File: config.mk
export PLATFORM = sky130hd
export DESIGN_NAME = sap_datapath_flat
export DESIGN_NICKNAME = d
export VERILOG_FILES = /design/src/rtl/sap_datapath_if.sv /design/src/rtl/sap_datapath.sv /design/src/flat_wrapper.sv
export SDC_FILE = /design/constraint.sdc
export NUM_CORES = 1
export LEC_CHECK = 0
export ABC_AREA = 1
export CORE_AREA = 2 2 122 124
export CTS_CLUSTER_DIAMETER = 150
export DETAILED_ROUTE_END_ITERATION = 12
export DIE_AREA = 0 0 124 126
export PLACE_DENSITY_LB_ADDON = 0.05
export SKIP_LAST_GASP = 1
export SYNTH_ARGS = -nofsm -noshare
export SYNTH_HDL_FRONTEND = slang
export SYNTH_SLANG_ARGS = --single-unit
File: constraint.sdc
create_clock -name clk -period 3.8 [get_ports clk]
set_clock_uncertainty 0.15 [all_clocks]
set_input_delay 1.14 -clock clk [delete_from_list [all_inputs] [get_ports clk]]
set_output_delay 1.14 -clock clk [all_outputs]
set_load 0.1 [all_outputs]
File: src/rtl/sap_datapath_if.sv
// ----------------------------------------------------------------------------
// sap_datapath_if
// Purpose : groups the sequencer-facing control word, the program-load port and
//           the status/observation outputs of the SAP datapath into one bundle.
// Signals :
//   ctrl[11:0]    {hlt,pc_inc,pc_en,mar_load,mem_en,ir_load,ir_en,
//                  a_load,a_en,b_load,adder_sub,adder_en}
//   opcode[3:0]   IR high nibble returned to the sequencer
//   prog_we       program-load write strobe
//   prog_addr     program-load address
//   prog_data     program-load data
//   halted        sticky halt flag
//   a_out         accumulator A
//   pc_out        program counter
//   bus_out       current bus value (combinational)
//   carry, zero   adder flags
//   bus_conflict  more than one bus driver enabled (combinational)
// Modports:
//   master : sequencer / program loader side
//   slave  : datapath side
// ----------------------------------------------------------------------------
interface sap_datapath_if #(
    parameter int unsigned DATA_W = 8,
    parameter int unsigned ADDR_W = 4
);
    logic [11:0]       ctrl;
    logic [3:0]        opcode;
    logic              prog_we;
    logic [ADDR_W-1:0] prog_addr;
    logic [DATA_W-1:0] prog_data;
    logic              halted;
    logic [DATA_W-1:0] a_out;
    logic [ADDR_W-1:0] pc_out;
    logic [DATA_W-1:0] bus_out;
    logic              carry;
    logic              zero;
    logic              bus_conflict;

    modport master (
        output ctrl,
        output prog_we,
        output prog_addr,
        output prog_data,
        input  opcode,
        input  halted,
        input  a_out,
        input  pc_out,
        input  bus_out,
        input  carry,
        input  zero,
        input  bus_conflict
    );

    modport slave (
        input  ctrl,
        input  prog_we,
        input  prog_addr,
        input  prog_data,
        output opcode,
        output halted,
        output a_out,
        output pc_out,
        output bus_out,
        output carry,
        output zero,
        output bus_conflict
    );
endinterface

File: src/rtl/sap_datapath.sv
// ----------------------------------------------------------------------------
// sap_datapath
// Purpose : receiving end of the SAP sequencer's 12-bit control word. Holds PC,
//           MAR, program RAM, IR, A, B, the add/sub unit and the shared bus and
//           executes one micro-step per rising clk. The sequencer itself steps
//           on the falling edge, so ctrl is stable around every rising edge.
// Ports   :
//   clk     rising-edge clock for all state
//   rst     asynchronous, active-high reset (RAM is not reset)
//   io_sap  slave side of sap_datapath_if (ctrl, program load, status outputs)
// ----------------------------------------------------------------------------
module sap_datapath #(
    parameter int unsigned DATA_W = 8,
    parameter int unsigned ADDR_W = 4
) (
    input  logic           clk,
    input  logic           rst,
    sap_datapath_if.slave  io_sap
);
    localparam int unsigned Depth = 2 ** ADDR_W;

    // ------------------------------------------------------------------
    // Control word decode
    // ------------------------------------------------------------------
    logic w_hlt;
    logic w_pc_inc;
    logic w_pc_en;
    logic w_mar_load;
    logic w_mem_en;
    logic w_ir_load;
    logic w_ir_en;
    logic w_a_load;
    logic w_a_en;
    logic w_b_load;
    logic w_adder_sub;
    logic w_adder_en;

    assign {w_hlt, w_pc_inc, w_pc_en, w_mar_load, w_mem_en, w_ir_load,
            w_ir_en, w_a_load, w_a_en, w_b_load, w_adder_sub, w_adder_en} = io_sap.ctrl;

    // ------------------------------------------------------------------
    // State
    // ------------------------------------------------------------------
    logic [DATA_W-1:0] r_ram [Depth];
    logic [ADDR_W-1:0] r_pc;
    logic [ADDR_W-1:0] r_mar;
    logic [DATA_W-1:0] r_ir;
    logic [DATA_W-1:0] r_a;
    logic [DATA_W-1:0] r_b;
    logic              r_carry;
    logic              r_zero;
    logic              r_halted;

    // ------------------------------------------------------------------
    // Add/sub unit: subtraction is a + ~b + 1, so carry=1 means no borrow
    // ------------------------------------------------------------------
    logic [DATA_W-1:0] w_b_operand;
    logic [DATA_W:0]   w_sum_ext;
    logic [DATA_W-1:0] w_sum;
    logic              w_adder_c;

    assign w_b_operand = w_adder_sub ? ~r_b : r_b;
    assign w_sum_ext   = {1'b0, r_a} + {1'b0, w_b_operand} + {{DATA_W{1'b0}}, w_adder_sub};
    assign w_sum       = w_sum_ext[DATA_W-1:0];
    assign w_adder_c   = w_sum_ext[DATA_W];

    // ------------------------------------------------------------------
    // Shared bus
    // ------------------------------------------------------------------
    logic [DATA_W-1:0] w_ram_rd;
    logic [DATA_W-1:0] w_bus;
    logic [2:0]        w_num_en;

    assign w_ram_rd = r_ram[r_mar];

    // Fixed priority keeps the bus well defined even when the sequencer
    // enables several drivers; the conflict flag reports it separately.
    always_comb begin
        w_bus = '0;
        if (w_pc_en) begin
            w_bus = {{(DATA_W-ADDR_W){1'b0}}, r_pc};
        end else if (w_mem_en) begin
            w_bus = w_ram_rd;
        end else if (w_ir_en) begin
            w_bus = {{(DATA_W-4){1'b0}}, r_ir[3:0]};
        end else if (w_a_en) begin
            w_bus = r_a;
        end else if (w_adder_en) begin
            w_bus = w_sum;
        end
    end

    assign w_num_en = 3'(w_pc_en) + 3'(w_mem_en) + 3'(w_ir_en) + 3'(w_a_en) + 3'(w_adder_en);

    // ------------------------------------------------------------------
    // Program RAM: written only by the external loader, never by the
    // datapath, and independent of reset and halt.
    // ------------------------------------------------------------------
    always_ff @(posedge clk) begin
        if (io_sap.prog_we) begin
            r_ram[io_sap.prog_addr] <= io_sap.prog_data;
        end
    end

    // ------------------------------------------------------------------
    // Register file. All loads sample the same pre-edge bus value.
    // ------------------------------------------------------------------
    always_ff @(posedge clk or posedge rst) begin
        if (rst) begin
            r_pc     <= '0;
            r_mar    <= '0;
            r_ir     <= '0;
            r_a      <= '0;
            r_b      <= '0;
            r_carry  <= 1'b0;
            r_zero   <= 1'b0;
            r_halted <= 1'b0;
        end else begin
            if (!r_halted) begin
                if (w_mar_load) begin
                    r_mar <= w_bus[ADDR_W-1:0];
                end
                if (w_ir_load) begin
                    r_ir <= w_bus;
                end
                if (w_a_load) begin
                    r_a <= w_bus;
                end
                if (w_b_load) begin
                    r_b <= w_bus;
                end
                if (w_pc_inc) begin
                    r_pc <= r_pc + ADDR_W'(1);
                end
                // Flags track the adder whenever a result lands in A with the
                // adder enabled, even if a higher-priority driver owns the bus.
                if (w_a_load && w_adder_en) begin
                    r_carry <= w_adder_c;
                    r_zero  <= (w_sum == '0);
                end
            end
            if (w_hlt) begin
                r_halted <= 1'b1;
            end
        end
    end

    // ------------------------------------------------------------------
    // Outputs
    // ------------------------------------------------------------------
    assign io_sap.opcode       = r_ir[DATA_W-1 -: 4];
    assign io_sap.halted       = r_halted;
    assign io_sap.a_out        = r_a;
    assign io_sap.pc_out       = r_pc;
    assign io_sap.bus_out      = w_bus;
    assign io_sap.carry        = r_carry;
    assign io_sap.zero         = r_zero;
    assign io_sap.bus_conflict = (w_num_en > 3'd1);

endmodule

File: src/flat_wrapper.sv
// flat-port wrapper written by rule: the top's interface ports become plain ports
module sap_datapath_flat 
#(
    parameter int unsigned DATA_W = 8,
    parameter int unsigned ADDR_W = 4
)
  (clk, rst, io_sap_ctrl, io_sap_prog_we, io_sap_prog_addr, io_sap_prog_data, io_sap_opcode, io_sap_halted, io_sap_a_out, io_sap_pc_out, io_sap_bus_out, io_sap_carry, io_sap_zero, io_sap_bus_conflict);
  sap_datapath_if #(.DATA_W(DATA_W), .ADDR_W(ADDR_W)) io_sap_i ();
  input  logic clk;
  input  logic rst;
  input wire logic [$bits(io_sap_i.ctrl)-1:0] io_sap_ctrl;
  input wire logic [$bits(io_sap_i.prog_we)-1:0] io_sap_prog_we;
  input wire logic [$bits(io_sap_i.prog_addr)-1:0] io_sap_prog_addr;
  input wire logic [$bits(io_sap_i.prog_data)-1:0] io_sap_prog_data;
  output wire logic [$bits(io_sap_i.opcode)-1:0] io_sap_opcode;
  output wire logic [$bits(io_sap_i.halted)-1:0] io_sap_halted;
  output wire logic [$bits(io_sap_i.a_out)-1:0] io_sap_a_out;
  output wire logic [$bits(io_sap_i.pc_out)-1:0] io_sap_pc_out;
  output wire logic [$bits(io_sap_i.bus_out)-1:0] io_sap_bus_out;
  output wire logic [$bits(io_sap_i.carry)-1:0] io_sap_carry;
  output wire logic [$bits(io_sap_i.zero)-1:0] io_sap_zero;
  output wire logic [$bits(io_sap_i.bus_conflict)-1:0] io_sap_bus_conflict;
  assign io_sap_i.ctrl = io_sap_ctrl;
  assign io_sap_i.prog_we = io_sap_prog_we;
  assign io_sap_i.prog_addr = io_sap_prog_addr;
  assign io_sap_i.prog_data = io_sap_prog_data;
  assign io_sap_opcode = io_sap_i.opcode;
  assign io_sap_halted = io_sap_i.halted;
  assign io_sap_a_out = io_sap_i.a_out;
  assign io_sap_pc_out = io_sap_i.pc_out;
  assign io_sap_bus_out = io_sap_i.bus_out;
  assign io_sap_carry = io_sap_i.carry;
  assign io_sap_zero = io_sap_i.zero;
  assign io_sap_bus_conflict = io_sap_i.bus_conflict;
  sap_datapath #(.DATA_W(DATA_W), .ADDR_W(ADDR_W)) u_core (.clk(clk), .rst(rst), .io_sap(io_sap_i));
endmodule
==> run_results.csv, run 1 <==
group,metric,value,unit
sta,setup_viol,9,
grt,met2_usage,40.0,%
grt,top_usage_layer,"met2",
drt,drt_iter0_drc,564,
sta,rsz0062_at_grt,"yes",
setup_path,critPathSlowestCell,"ha_4",
synthesis,netlist-cell-type-count,29,
drt,wl_per_cell,18.3,um
finish,drive_gt1_share,23.9,%
drt,wirelength,19.0,mm
clocking,cts_root_buf,"clkbuf_16",
sta,clock.fmax,232,MHz
synthesis,ys_seq_elements,163,
floorplan,start_util,51.8,%
setup_path,endpoint_kind,"flip-flop",
clocking,cts_tree,"built",
placement,dp_hpwl,11.6,mm
placement,io_buffer_count,54,
drt,vias,5763,
worst_hold_path,min_path_type,"flip-flop to flip-flop",
synthesis,synth_ff_type,"edfxtp_1",
outcome,run_status,"finished, violations left",
floorplan,die_w,124,um
sta,relSlewSlack,55.2,%
setup_path,reg2reg_slack,-0.13,ns
finish,final_nets,885,
clocking,clk_path_buf_depth,2,
grt,grt_pass1_wl,28.3,mm
synthesis,netlist_area,0.00741,mm^2
sta,setup_ws,-0.503,ns
sta,tightestPinTransition,0.671,ns
drt,drt_first_pass_iters,5,
clocking,clkTransAtPathRegs,0.07,ns
finish,syn2layout_area_growth,30.0,%
finish,insertedDiodeCount,0,
setup_path,crit_path_max_fanout,8,
grt,grt_overflow,0,
clocking,ctsHoldBuffers,0,
sta,finalHoldViolations,0,
synthesis,synth_top_cell_area_share,51.9,%
synthesis,syn_nets,767,
setup_path,r2r-end,"u_core.io_sap.zero",
floorplan,dieHeight,126,um
sta,period_share,113,%
sta,fin_tns_setup,-3.49,ns
grt,use_met3,4.76,%
setup_path,worstPathArrival,4.52,ns
synthesis,netlist_top_cells_count,"238 x nand2_1, 128 x edfxtp_1, 102 x nand3_1, 52 x nor2_1, 40 x inv_1",
sta,slew_viol_final,0,
floorplan,ios,55,
clocking,cts_made_buffers,17,
synthesis,syn_area_per_cell,10.2,um^2
clocking,cts.sinks,163,
placement,placed_cells,986,
finish,final_cells,1043,
synthesis,ys_warn_count,0,
setup_path,cpPeakStageDelay,0.33,ns
synthesis,synth_edf_count,128,
drt,vias_per_cell,5.53,
synthesis,synth-async-reset-ratio,21.5,%
pwr,peakVddDrop,333,uV
grt,use_met1,30.3,%
setup_path,crit_top_cell,"buf_4",
synthesis,ys_seq_area_share,63.7,%
pwr,p_per_area,476,mW/mm^2
job,maxCapViolCount,0,
floorplan,die_area,0.0156,mm^2
synthesis,netlist_instances,728,
setup_path,critPathLaunchType,"input pin",
drt,drc,0,
outcome,violations,"negative setup slack",
floorplan,rows,44,
synthesis,yosysTopAreaCell,"edfxtp_1",
floorplan,core,0.0143,mm^2
clocking,clk_latency,0.42,ns
pwr,leakagePower,4.03,nW
worst_hold_path,hold_depth,2,
synthesis,ys_top_cells_by_area,"edfxtp_1 52%, nand2_1 12%, dfrtp_1 12%",
drt,drt.antenna.violating_nets,0,
grt,antenna_found_initial,0,
sta,min_period,4.30,ns
worst_hold_path,hold-path-endpoint,"u_core.r_ir[5]",
worst_hold_path,min-delay-start,"u_core.r_ir[5]",
setup_path,critPathKind,"input pin to flip-flop",
clocking,htreeDepth,4,
placement,routabilityCongestion,0.953,
grt,grt_pass1_vias,5651,
grt,grt.total_usage,24.5,%
grt,grt_max_degree,73,
setup_path,r2r_start,"u_core.r_b[2]",
setup_path,cp.required,4.02,ns
synthesis,yosysMostFrequentCell,"nand2_1",
setup_path,r2r_cells,28,
[metal layers]
metal	up-vias	part of all wire [%]
li1	2697	-
met1	2761	40
met2	235	49
met3	70	5.8
met4	0	5.6
met5	-	0
[metrics by stage]
step / power (W) / setup slack (ns) / utilization [%] / instance area, um^2 / hold WS, ns
2_1_floorplan: 0.00250 / -0.452 / - / 7560 / 0.299
5_1_grt: 0.00474 / -0.637 / 67.3 / 9630 / 0.364
6_report: 0.00458 / -0.503 / 67.3 / 9630 / 0.333
4_1_cts: 0.00453 / -0.453 / 65.8 / 9410 / 0.333
3_5_place_dp: 0.00274 / -0.887 / 59.9 / 8570 / 0.316
3_3_place_gp: 0.00273 / -0.844 / 59.9 / 8570 / 0.315
[critical path: cells and delay by family]
| family | cells | cell delay [ns] |
|---|---|---|
| buf+inv | 18 | 2.15 |
| simple gates | 9 | 0.70 |
| fa+ha+maj | 1 | 0.33 |
| xor+xnor | 1 | 0.16 |
[power by group]
| part | switching (W) | internal (W) |
|---|---|---|
| logic | 0.000510 | 0.000295 |
| registers | 0.0000321 | 0.00198 |
| clock network | 0.000667 | 0.00110 |
[logic make-up (layout without fill, tap and decap cells)]
logic type / Yosys count / count (layout) / synth area share [%]
flops: 163 / 163 / 63.7
buf+inv: 74 / 205 / 4.85
xor+xnor: 13 / 13 / 1.54
compound gates: 61 / 61 / 4.88
simple gates: 405 / 405 / 22.7
fa+ha+maj: 12 / 12 / 2.33
[layout by cell type (no fill, tap or decap), types with 7 or more instances in the layout]
cell type and n:
o21ai_0 21, a21oi_1 11, inv_1 32, nor2_1 51, nand2_2 14, o211ai_1 15
edfxtp_1 128, clkdlybuf4s50_1 20, inv_2 7, buf_4 92, dfrtp_1 34, nand2_1 218
buf_12 10, clkbuf_16 17, nand3_1 96
[sequential cells by signal, summed over array words and instances (netlist names)]
signal                flops
u_core.io_sap.zero        1
u_core.r_mar              4
u_core.r_ir               8
u_core.io_sap.carry       1
u_core.r_b                8
u_core.io_sap.halted      1
u_core.io_sap.a_out       8
u_core.r_ram            128
u_core.io_sap.pc_out      4
[how the worst max path moves through the flow]
stage / start / end / slack, ns / cells past startpoint
after floorplan: io_sap_ctrl[1] / io_sap_bus_out[4] / -0.45 / 10
after global placement: io_sap_ctrl[7] / io_sap_bus_conflict / -0.84 / 8
after detailed placement: io_sap_ctrl[1] / io_sap_bus_out[5] / -0.89 / 16
after CTS: io_sap_ctrl[7] / io_sap_bus_conflict / -0.45 / 8
after global routing: io_sap_ctrl[1] / io_sap_bus_out[7] / -0.64 / 15
final: io_sap_ctrl[1] / u_core.io_sap.zero / -0.50 / 29
[final cells by class]
class	count	area, um^2
clock buffer	20	437
clock inverter	12	180
fill	1094	4680
inverter	41	160
multi-input combinational	491	2710
sequential	163	4720
tap	184	230
timing repair buffer	132	1200
[timing repair]
item	4_1_cts	5_1_grt
pin swaps	30	23
resized for setup	45	38
endpoints found under the hold margin	0	0
setup endpoints to repair	9	10
buffers inserted	21	6
(Power assumes the default switching activity.)
==> run 2, diff against run 1 <==
--- a/config.mk
+++ b/config.mk
@@ -7,6 +7,7 @@
 export LEC_CHECK = 0
 export ABC_AREA = 1
 export CORE_AREA = 2 2 122 124
+export CTS_BUF_LIST = sky130_fd_sc_hd__clkbuf_16
 export CTS_CLUSTER_DIAMETER = 150
 export DETAILED_ROUTE_END_ITERATION = 12
 export DIE_AREA = 0 0 124 126
==> constraint.sdc (replaced) <==
create_clock -name clk -period 3.8 [get_ports clk]
set_clock_uncertainty 0.15 [all_clocks]
set_input_delay 0.38 -clock clk [delete_from_list [all_inputs] [get_ports clk]]
set_output_delay 0.38 -clock clk [all_outputs]
set_load 0.1 [all_outputs]
==> run_results.csv, run 2 (synthesis results as in run 1) <==
group,metric,value,unit
drt,drt.antenna.violating_nets,0,
clocking,cts_resized,0,
sta,setup_viol,0,
sta,tightestPinTransition,0.993,ns
setup_path,critPathKind,"input pin to output port",
grt,grt.total_usage,23.0,%
grt,grt_max_degree,73,
finish,syn2layout_area_growth,17.4,%
setup_path,crit_top_cell,"nand2_1",
placement,routabilityCongestion,0.872,
sta,slew_viol_final,0,
placement,place_ws,0.385,ns
setup_path,critPathSlowestCell,"clkdlybuf4s50_1",
floorplan,die_w,124,um
clocking,clkTransAtPathRegs,0.06,ns
drt,drt_iter0_drc,531,
finish,top_register,"u_core.r_ram",
grt,antenna_found_initial,0,
clocking,ctsHoldBuffers,0,
clocking,cts_setup_buffers,0,
worst_hold_path,min_path_type,"input pin to asynchronous set/reset pin",
setup_path,crit_family,"buffers and inverters",
setup_path,reg2reg_slack,1.24,ns
finish,final_area,0.00869,mm^2
setup_path,crit_path_max_fanout,8,
pwr,leakagePower,3.55,nW
setup_path,r2r-end,"u_core.r_ir[3]",
placement,dp_hpwl,11.0,mm
clocking,cts.sinks,163,
sta,min_period,3.44,ns
drt,wirelength,17.1,mm
drt,routed.top_layer,"met4",
clocking,cts_tree,"built",
floorplan,ios,55,
finish,final_cell_mix,"238 x nand2_1, 128 x edfxtp_1, 102 x nand3_1",
floorplan,core,0.0143,mm^2
grt,grt_pass1_wl,26.6,mm
drt,drt_first_pass_iters,8,
clocking,cts_made_buffers,17,
setup_path,endpoint_kind,"output port",
grt,grt_overflow,0,
finish,largest_reg_flops,128,
sta,finalHoldViolations,0,
setup_path,path_buf_inv,2,
finish,drive_gt1_share,7.61,%
placement,place_area,0.00814,mm^2
outcome,run_status,"completed",
drt,drt-met1-wl,7.18,mm
finish,insertedDiodeCount,0,
setup_path,r2r_start,"u_core.r_mar[1]",
sta,relSlewSlack,33.6,%
grt,grt_pass1_vias,5249,
setup_path,cp.required,3.27,ns
setup_path,critPathLaunchType,"input pin",
floorplan,die_area,0.0156,mm^2
clocking,cts_root_buf,"clkbuf_16",
drt,route.met3.wl,943,um
finish,final_nets,815,
setup_path,crit_chain,"clkdlybuf4s50_1 > xor2_1 > ha_1 > a21oi_1 > nand2_1 > nand2_1 > nand3_1 > nand2_1 > nand2_1 > nand2_1 > nand3_1 > nand2_1 > buf_12",
pwr,peakVddDrop,388,uV
drt,wl_per_cell,17.6,um
drt,drc,0,
job,maxCapViolCount,0,
setup_path,r2r_cells,11,
floorplan,rows,44,
drt,vias_per_cell,5.52,
setup_path,cpPeakStageDelay,0.65,ns
sta,setup_ws,0.364,ns
clocking,clk_latency,0.43,ns
clocking,clk_path_buf_depth,2,
floorplan,start_util,51.8,%
pwr,p_per_area,490,mW/mm^2
sta,holdWs,0.205,ns
setup_path,worstPathArrival,2.91,ns
sta,rsz0062_at_grt,"no",
finish,layout_commonest_cell,"nand2_1",
sta,clock.fmax,291,MHz
drt,vias,5363,
floorplan,dieHeight,126,um
clocking,htreeDepth,4,
sta,period_share,90.4,%
drt,dr_wl_met2,8.57,mm
sta,fin_tns_setup,0,ns
placement,io_buffer_count,54,
run 2: cell types whose count changed in the layout (fill, tap and decap cells not counted), moves of 6 or more:
cell / previous run / this run
buf_4: 92 / 8
buf_6: 6 / 0
clkdlybuf4s50_1: 20 / 45
inv_1: 32 / 41
inv_2: 7 / 0
nand2_1: 218 / 238
nand2_2: 14 / 3
nand2_4: 6 / 0
nand3_1: 96 / 102
xor2_1: 4 / 10
run 2: cell type report:
type / count / area [um^2]
Clock buffer: 17 / 425
Clock inverter: 14 / 130
Fill cell: 1162 / 5620
Inverter: 41 / 156
Multi-Input combinational cell: 491 / 2340
Sequential cell: 163 / 4720
Tap cell: 184 / 230
Timing Repair Buffer: 62 / 691
run 2: worst max-delay path by stage:
stage	startpoint	end	slack, ns	depth (start not counted)
after floorplan	u_core.io_sap.a_out[0]	io_sap_bus_out[4]	0.36	10
after global placement	io_sap_ctrl[1]	io_sap_bus_out[4]	0.45	11
after detailed placement	io_sap_ctrl[1]	io_sap_bus_out[4]	0.38	11
after CTS	io_sap_ctrl[1]	io_sap_bus_out[4]	0.38	11
after global routing	io_sap_ctrl[1]	io_sap_bus_out[4]	0.20	11
final	io_sap_ctrl[1]	io_sap_bus_out[3]	0.36	13
run 2: per-layer routing:
layer	GRT usage, %	vias to the layer above
li1	-	2566
met1	28.8	2584
met2	39.2	184
met3	4.44	29
met4	9.39	0
met5	0	-
run 2: per-stage QoR:
| step | instances | power, W | utilization (%) |
|---|---|---|---|
| after floorplan | 728 | 0.00247 | - |
| after global placement | 941 | 0.00266 | 56.9 |
| after detailed placement | 941 | 0.00267 | 56.9 |
| after CTS | 972 | 0.00427 | 60.7 |
| after global routing | 972 | 0.00441 | 60.7 |
| final | 972 | 0.00426 | 60.7 |
run 2: where the power goes:
part	internal, W	switching (W)
combinational	0.000192	0.000438
clock	0.000908	0.000722
sequential	0.00198	0.0000277
run 2: worst reg2reg max path: stages (launching register included):
cell	delay, ns
dfrtp_1	0.38
buf_4	0.23
inv_1	0.69
nand3_1	0.18
nand3_1	0.13
nand2_1	0.05
nand2_1	0.10
nand3_1	0.11
nand3_1	0.09
nand2_1	0.18
nand2_1	0.11
nand2_1	0.06
